### config.mk
export PLATFORM = sky130hd
export DESIGN_NAME = note_voice_mixer
export DESIGN_NICKNAME = d
export VERILOG_FILES = /design/src/rtl/note_voice_mixer.sv
export SDC_FILE = /design/constraint.sdc
export NUM_CORES = 2
export LEC_CHECK = 0
export BUFFER_PORTS_ARGS = -buffer_cell sky130_fd_sc_hd__buf_2
export CAP_MARGIN = 5
export CORE_MARGIN = 5
export CORE_UTILIZATION = 50
export CTS_BUF_LIST = sky130_fd_sc_hd__clkbuf_4
export DETAILED_ROUTE_END_ITERATION = 8
export PLACE_DENSITY = 0.72
export SETUP_SLACK_MARGIN = 0.1
export SLEW_MARGIN = 20
export SYNTH_ARGS = -nofsm -noshare
export SYNTH_HDL_FRONTEND = slang
export SYNTH_SLANG_ARGS = --single-unit
export TNS_END_PERCENT = 30
### constraint.sdc
create_clock -name clock -period 16.8 [get_ports clock]
set_input_delay 3.36 -clock clock [delete_from_list [all_inputs] [get_ports clock]]
set_output_delay 3.36 -clock clock [all_outputs]
set_load 0.05 [all_outputs]
### src/rtl/note_voice_mixer.sv
// Seven-voice square-wave tone generator with attack/release envelopes, a saturating
// mixer and a decimated sample stage feeding the Audio_Controller write port.
module note_voice_mixer #(
  parameter int unsigned HP_C       = 96000,
  parameter int unsigned HP_D       = 86000,
  parameter int unsigned HP_E       = 76000,
  parameter int unsigned HP_F       = 71500,
  parameter int unsigned HP_G       = 64000,
  parameter int unsigned HP_A       = 57000,
  parameter int unsigned HP_B       = 51000,
  parameter int unsigned AMPLITUDE  = 100000000,
  parameter int unsigned ENV_STEP   = 1000000,
  parameter int unsigned ENV_DIV    = 500,
  parameter int unsigned SAMPLE_DIV = 1042
) (
  input  logic        clock,
  input  logic        reset,
  input  logic [6:0]  note_on,
  input  logic        audio_out_allowed,
  output logic        write_audio_out,
  output logic [31:0] left_channel_audio_out,
  output logic [31:0] right_channel_audio_out,
  output logic [6:0]  voice_active,
  output logic [15:0] drop_count
);

  localparam int ENV_W = (ENV_DIV > 1) ? $clog2(ENV_DIV) : 1;
  localparam int SMP_W = (SAMPLE_DIV > 1) ? $clog2(SAMPLE_DIV) : 1;
  localparam logic signed [34:0] SAT_HI = 35'sd2147483647;
  localparam logic signed [34:0] SAT_LO = -35'sd2147483648;

  // Voice index follows note_on bit order: 0 = B .. 6 = C.
  function automatic logic [31:0] hp_last(input int idx);
    case (idx)
      0:       return HP_B - 1;
      1:       return HP_A - 1;
      2:       return HP_G - 1;
      3:       return HP_F - 1;
      4:       return HP_E - 1;
      5:       return HP_D - 1;
      default: return HP_C - 1;
    endcase
  endfunction

  logic [ENV_W-1:0]   env_cnt;
  logic [SMP_W-1:0]   smp_cnt;
  logic               env_tick;
  logic               smp_strobe;
  logic [31:0]        phase [7];
  logic [31:0]        amp [7];
  logic [6:0]         sign;
  logic [32:0]        up_w [7];
  logic [32:0]        dn_w [7];
  logic [31:0]        amp_up [7];
  logic [31:0]        amp_dn [7];
  logic signed [31:0] voice [7];
  logic signed [34:0] sum;
  logic [31:0]        mix_d;
  logic [31:0]        mix_q;
  logic [31:0]        sample_q;
  logic [6:0]         amp_nz;
  logic               pending;
  logic               grant;

  assign env_tick   = (env_cnt == ENV_W'(ENV_DIV - 1));
  assign smp_strobe = (smp_cnt == SMP_W'(SAMPLE_DIV - 1));

  // Handshake: a captured sample is offered while pending is high. It is taken on an
  // edge where audio_out_allowed is high and no write was issued on the previous edge;
  // write_audio_out is then high for the following cycle with the channels carrying it.
  assign grant = pending && audio_out_allowed && !write_audio_out;

  always_comb begin
    sum = '0;
    for (int i = 0; i < 7; i++) begin
      up_w[i]   = {1'b0, amp[i]} + 33'(ENV_STEP);
      dn_w[i]   = {1'b0, amp[i]} - 33'(ENV_STEP);
      amp_up[i] = (up_w[i] > 33'(AMPLITUDE)) ? 32'(AMPLITUDE) : up_w[i][31:0];
      amp_dn[i] = dn_w[i][32] ? 32'd0 : dn_w[i][31:0];
      voice[i]  = sign[i] ? -$signed(amp[i]) : $signed(amp[i]);
      amp_nz[i] = (amp[i] != 32'd0);
      sum       = sum + $signed({{3{voice[i][31]}}, voice[i]});
    end
    if (sum > SAT_HI)      mix_d = 32'h7FFF_FFFF;
    else if (sum < SAT_LO) mix_d = 32'h8000_0000;
    else                   mix_d = sum[31:0];
  end

  always_ff @(posedge clock) begin
    if (reset) begin
      env_cnt                 <= '0;
      smp_cnt                 <= '0;
      sign                    <= '0;
      mix_q                   <= '0;
      sample_q                <= '0;
      pending                 <= 1'b0;
      write_audio_out         <= 1'b0;
      left_channel_audio_out  <= '0;
      right_channel_audio_out <= '0;
      voice_active            <= '0;
      drop_count              <= '0;
      for (int i = 0; i < 7; i++) begin
        phase[i] <= '0;
        amp[i]   <= '0;
      end
    end else begin
      env_cnt <= env_tick ? '0 : env_cnt + ENV_W'(1);
      smp_cnt <= smp_strobe ? '0 : smp_cnt + SMP_W'(1);

      for (int i = 0; i < 7; i++) begin
        if (voice_active[i] || note_on[i]) begin
          if (phase[i] == hp_last(i)) begin
            phase[i] <= '0;
            sign[i]  <= ~sign[i];
          end else begin
            phase[i] <= phase[i] + 32'd1;
          end
        end else begin
          phase[i] <= '0;
          sign[i]  <= 1'b0;
        end
        if (env_tick) amp[i] <= note_on[i] ? amp_up[i] : amp_dn[i];
      end

      voice_active    <= amp_nz;
      mix_q           <= mix_d;
      write_audio_out <= grant;
      if (grant) begin
        left_channel_audio_out  <= sample_q;
        right_channel_audio_out <= sample_q;
      end

      // A strobe always captures; it only counts as a loss if the old sample is not leaving now.
      if (smp_strobe) begin
        sample_q <= mix_q;
        pending  <= 1'b1;
        if (pending && !grant && drop_count != 16'hFFFF) drop_count <= drop_count + 16'd1;
      end else if (grant) begin
        pending <= 1'b0;
      end
    end
  end

endmodule

Word-level counts from Yosys, hierarchy flattened
Memory sizes are Yosys's and may differ from the RTL's.
Cells that the tools add are included.

storage, ports and cells
  word-level logic and storage cells = 305
  output and inout bits = 88
  memories kept = 2
  register bits after elaboration = 148
  bits of input ports = 10
  memory bits (writable) = 448

operators by class
  bitwise operators = 42
  reduce and logical (&&, ||, !) cells = 32
  order comparisons = 9
  $add $sub $neg = 37
  mux-type cells = 156
  equal/unequal tests = 10

memories
  memory  depth  width  rd ports  clocked after Yosys merged registers in  wr ports  line  RTL
  amp     7      32     7         0                                        7         50    logic [31:0] amp [7];
  phase   7      32     7         0                                        7         49    logic [31:0] phase [7];

operators with widths
  cell                                                          number
  2-to-1 mux 32 bit                                             71
  adder 32 x 20 -> 33 bit, second input constant                7
  > comparator 33 x 27 -> 1 bit, second input constant          7
  subtractor 32 x 20 -> 33 bit, second input constant           7
  adder 32 x 1 -> 32 bit, second input constant                 7
  equality test 32 bit                                          7
  negator 32 bit                                                7
  nonzero test 32 bit                                           7
  adder 35 x 32 -> 35 bit                                       3
  2-to-1 mux 1 bit                                              84
  adder 34 x 32 -> 35 bit                                       1
  > comparator 35 x 32 -> 1 bit, second input constant          1
  less-than comparator 35 x 32 -> 1 bit, second input constant  1
  adder 33 x 32 -> 34 bit                                       1
  adder 32 x 32 -> 33 bit                                       1
  2-to-1 mux 31 bit                                             1
  bitwise OR 1 bit                                              28
  OR reduction 2 bit                                            10
  adder 16 x 1 -> 16 bit, second input constant                 1
  inequality test 16 bit, second input constant                 1
  NOT 1 bit                                                     14
  adder 11 x 1 -> 11 bit, second input constant                 1
  equality test 11 bit, second input constant                   1
  adder 9 x 1 -> 9 bit, second input constant                   1
  6 further kinds                                               16

Logic depth before layout (Yosys ltp)
An unclocked memory read counts as a cell.

  depth in word-level cells = 12
  mapped depth = 29
  mapped depth without buffers = 25

Worst setup path after synthesis
No wires, ideal clock.

  kind = in2reg
  from = input reset
  to = memory amp[0][10] (enable)
  arrival = 9066 ps
  stages = 4
  path buffers = 3
  slack = 7117 ps
  cell sequence = clkbuf_1 > clkbuf_1 > or2_2 > clkbuf_1

RTL lines
  element             line  RTL
  start: declaration  17    input logic reset,
  end: declaration    50

==> results.md <==
- The run finished with clean final reports.
- The worst path meets setup with about 8.1 ns of slack.
- The iteration count of the initial detailed-routing pass is 8.
- The share of total power dissipated in the clock network is 0.269.
- Dividing the final minimum period by the clock period gives 0.521.
- For the worst-skew pair, the clock arrives at the later sink with an insertion delay of roughly 1.1 ns.
- The endpoint identified for the worst register-to-register timing path is mix_q[18].
- Registers take between 15000 and 20000 µm².
- The top cell types in the final layout, fill and taps aside, are 594 x sky130_fd_sc_hd__nand2_1, 567 x sky130_fd_sc_hd__nor2_1, 406 x sky130_fd_sc_hd__edfxtp_1.
- The min-delay analysis places its worst path in the category reg -> reg.
- The average routed wire per standard cell is between 15 and 20 µm.
- TritonCTS built the clock tree.
- The root buffer cell chosen for the clock tree is sky130_fd_sc_hd__clkbuf_4.
- The worst reg2reg path startpoint is amp[1][10].
- The achievable clock frequency is 114 MHz.
- The share of power burned in registers is 0.345.
- The maximum number of pins on one net before global-route repair is just over 100.
- The DRC violation total after the first TritonRoute iteration is between 4000 and 5000.
- The CTS buffer count is 160.
- Summing all multi-input logic gate instances after layout gives 27200 µm².
- The worst clock skew on the final layout is 0.0677 ns.
- For the pin with the worst max-slew slack, the measured transition is 1.12 ns.
- The most frequently used flop master after synthesis is sky130_fd_sc_hd__edfxtp_1.
- The die covers 94000 µm².
- The x dimension of the die is ~310 µm.
- Of the total power, the share spent switching nets is 0.392.
- The global-route wire length before repair is between 150000 and 200000 µm.
- Row generation in the floorplan step produced 108 rows.
- After layout, the minimum clock period comes to 8.75 ns.
- The required time of the worst setup path is 17.65 ns.
- The count of unresolved DRC violations after routing is 0.
- The worst setup path is captured at a register.
- The worst-case headroom to the max-slew limit is 0.244.
- The worst hold path cell count is 2.
- The number of vias in the routed layout is 39083.
- The worst-path maximum fanout is 30.
- Clock-pin slew was measured on the worst setup and hold paths at roughly 0.070 ns.
- In this run the power spent charging and discharging nets is 1.93 mW.
- The worst hold path terminates at sample_q[30].
- The number of cells on the worst reg-to-reg path is 23.
- The die height is a little over 300 µm.
- The worst hold path begins at mix_q[30].
- The count of distinct cell types in the synthesized netlist is 93.
- The congestion estimate from routability-driven global placement came to 0.946.
- Max-cap violations in this run came to 0.
- The final count of pins violating max slew is 0.
- Counting every sink on the clock net gives 554.
- The worst setup path is launched from a register.
- The mapped cell area is 44000 µm².
- The area growth from synthesis to layout is 7.94%.
- The routed design has about 120000 µm of wire.
- The start-to-end type of the worst setup path is reg -> reg.
- The most frequent standard cell in the layout excluding fill and tap cells is sky130_fd_sc_hd__nand2_1.
- After clock tree synthesis, the flow added hold-fix buffers numbering 0.
- Prior to clock tree synthesis, the placed netlist has a worst setup slack of 8.09 ns.
- The worst hold slack after final layout is 0.427 ns.
- VDD sags by at most 0.130 mV.
- The number of buffers added on ports is 97.
- In the final design database the tool counted 5550 nets.
- The mean instance size in the synthesized netlist is 8.46 µm².
- The part of the power in combinational logic is 0.386.
- The internal power of the cells totals 2.99 mW.
- The all-layer global routing usage is 0.242.
- The proportion of layout cells with a drive suffix above 1 is 0.0839.
- The wire-length estimate of the detail-placed layout is 85400 µm.
- The leakage power of the design is 17.3 nW.
- In this run the post-CTS setup repair buffer count came out at 0.
- For this configuration, the core starts out at a cell density of 0.505.
- The initial antenna violation count is 2.
- The via count of the first global-routing pass came to 36202.
- Setup repair after global routing left no endpoint under its margin.
- For this design the ratio of total power to cell area is 104 nW/µm².
- The synthesis-stage register bit count is 554.
- For flop-to-flop paths, the worst setup slack is 8.05 ns.
- The Yosys warning count is 0.
- The maximum number of buffers from clock root to sink is 3.
- The gate count after technology mapping is between 5000 and 6000.
- The total congestion overflow after global routing is 0.
- Counting the fill cells in the layout gives just over 8000.
- The critical path data arrival time is around 9.6 ns.
- The sum of negative setup slack is 0 ns.
- The mean number of vias per cell is 5.91.
- The total count of hold-check failures in the final report is 0.
- In this run, synthesis inferred between 400 and 500 flip-flops with an integrated enable.
- Counting flops with an async set or reset pin after synthesis yields a share of 0.
- Setup violations remaining at the end of the flow were counted as 0.
- Overall power consumption after layout is estimated at 4.92 mW.
- For this run, the share of the core covered by cells in the final layout is 0.545.
- The number of nets with antenna violations after detailed routing is 0.
- The post-cts gate resize count is 0.
- In this run the count of I/O pins placed on the die edge is 98.
- In this run the number of H-tree levels came out at 4.
- Of the synthesized area, sequential elements account for 0.345.
- After floorplanning, the core was sized to cover approximately 87000 µm².
Yosys cell counts (all sizes together), types with 25 or more instances:
cell type / n / area share
and2: 25 / 0.0036
dfxtp: 148 / 0.067
nor2: 570 / 0.049
nor2b: 29 / 0.0041
or3: 106 / 0.015
clkbuf: 309 / 0.026
a21o: 42 / 0.0072
a311oi: 30 / 0.0067
or4: 38 / 0.0066
nand2: 594 / 0.051
and3: 78 / 0.011
xnor2: 304 / 0.061
inv: 228 / 0.019
a211oi: 42 / 0.0072
nand4: 107 / 0.015
o311ai: 28 / 0.0056
or2: 28 / 0.0040
nor4: 64 / 0.0091
and4: 31 / 0.0062
buf: 85 / 0.011
nor3: 124 / 0.014
a31oi: 56 / 0.0080
ha: 73 / 0.021
fa: 146 / 0.066
nand3: 231 / 0.026
o31ai: 84 / 0.014
a21oi: 300 / 0.034
edfxtp: 406 / 0.28
o21ai: 253 / 0.029
o211ai: 40 / 0.0069
xor2: 221 / 0.044
nand2b: 46 / 0.0065
flip-flops by register name, summed over array words and instances (netlist names):
name and flops:
right_channel_audio_out 32, pending 1, mix_q 32, voice_active 7, write_audio_out 1, phase 224
drop_count 16, sample_q 32, sign 7, smp_cnt 11, env_cnt 9, amp 182
how the worst max path moves through the flow:
stage	from	to	cells after the start
after floorplan	reset	amp[0][10]	4
after global placement	amp[1][10]	mix_q[23]	23
after detailed placement	amp[1][10]	mix_q[23]	23
after CTS	amp[1][10]	mix_q[23]	23
after global routing	amp[1][10]	mix_q[25]	23
final	amp[1][10]	mix_q[18]	23
area by class of cell:
class,count,share of cell area
clock buffers,248,0.0392
flip-flops and latches,554,0.319
clock inverters,41,0.00527
diodes,6,0.000316
multi-input cells,4259,0.574
repair buffers,118,0.0137
well taps,1155,0.0304
inverters,228,0.0180
cell families after synthesis:
logic type,Yosys count,synth area share
buffers and inverters,622,0.0573
adders and majority gates,219,0.0872
and+or+nand+nor,2134,0.234
DFF,554,0.345
other,2,0.000171
muxes,22,0.00512
AOI/OAI and AO/OA,1121,0.167
xor gates and xnor gates,525,0.105
power groups by stage:
stage	Sequential (mW)	Combinational (mW)	Clock [mW]
final	1.70	1.90	1.32
after global routing	1.71	2.14	1.45
after CTS	1.69	1.86	1.37
after detailed placement	1.72	1.85	0
after global placement	1.72	1.83	0
after floorplan	1.66	1.50	0
critical path, cell delays in order (launching register included):
cell,delay (ns)
sky130_fd_sc_hd__edfxtp_1,0.65
sky130_fd_sc_hd__or3_1,0.50
sky130_fd_sc_hd__or3_1,0.43
sky130_fd_sc_hd__or4_1,0.46
sky130_fd_sc_hd__or3_1,0.43
sky130_fd_sc_hd__or3_1,0.37
sky130_fd_sc_hd__o21ai_0,0.23
sky130_fd_sc_hd__xnor2_1,0.16
sky130_fd_sc_hd__fa_1,0.48
sky130_fd_sc_hd__fa_1,0.47
sky130_fd_sc_hd__fa_1,0.54
sky130_fd_sc_hd__inv_1,0.06
sky130_fd_sc_hd__fa_1,0.53
sky130_fd_sc_hd__inv_1,0.04
sky130_fd_sc_hd__ha_1,0.38
sky130_fd_sc_hd__a21oi_1,0.23
sky130_fd_sc_hd__o21ai_1,0.14
sky130_fd_sc_hd__a21o_1,0.20
sky130_fd_sc_hd__a21o_1,0.21
sky130_fd_sc_hd__or3_1,0.31
sky130_fd_sc_hd__o31ai_1,0.33
sky130_fd_sc_hd__o32ai_1,0.23
sky130_fd_sc_hd__o31ai_4,0.89
sky130_fd_sc_hd__o311ai_0,0.29
metal layers:
layer | up-vias | routed length [µm] | global-route usage
li1 | 18728 | - | -
met1 | 18490 | 50900 | 0.330
met2 | 1591 | 53000 | 0.382
met3 | 274 | 9620 | 0.0520
met4 | 0 | 4040 | 0.0922
met5 | - | 0 | 0
metrics by stage:
stage	area (µm²)	std cells
2_1_floorplan	44900	5435
3_3_place_gp	45300	6314
3_5_place_dp	45300	6314
4_1_cts	47400	6603
5_1_grt	47500	6607
6_report	47500	6609
No activity file was read; power rests on OpenSTA's default activity.
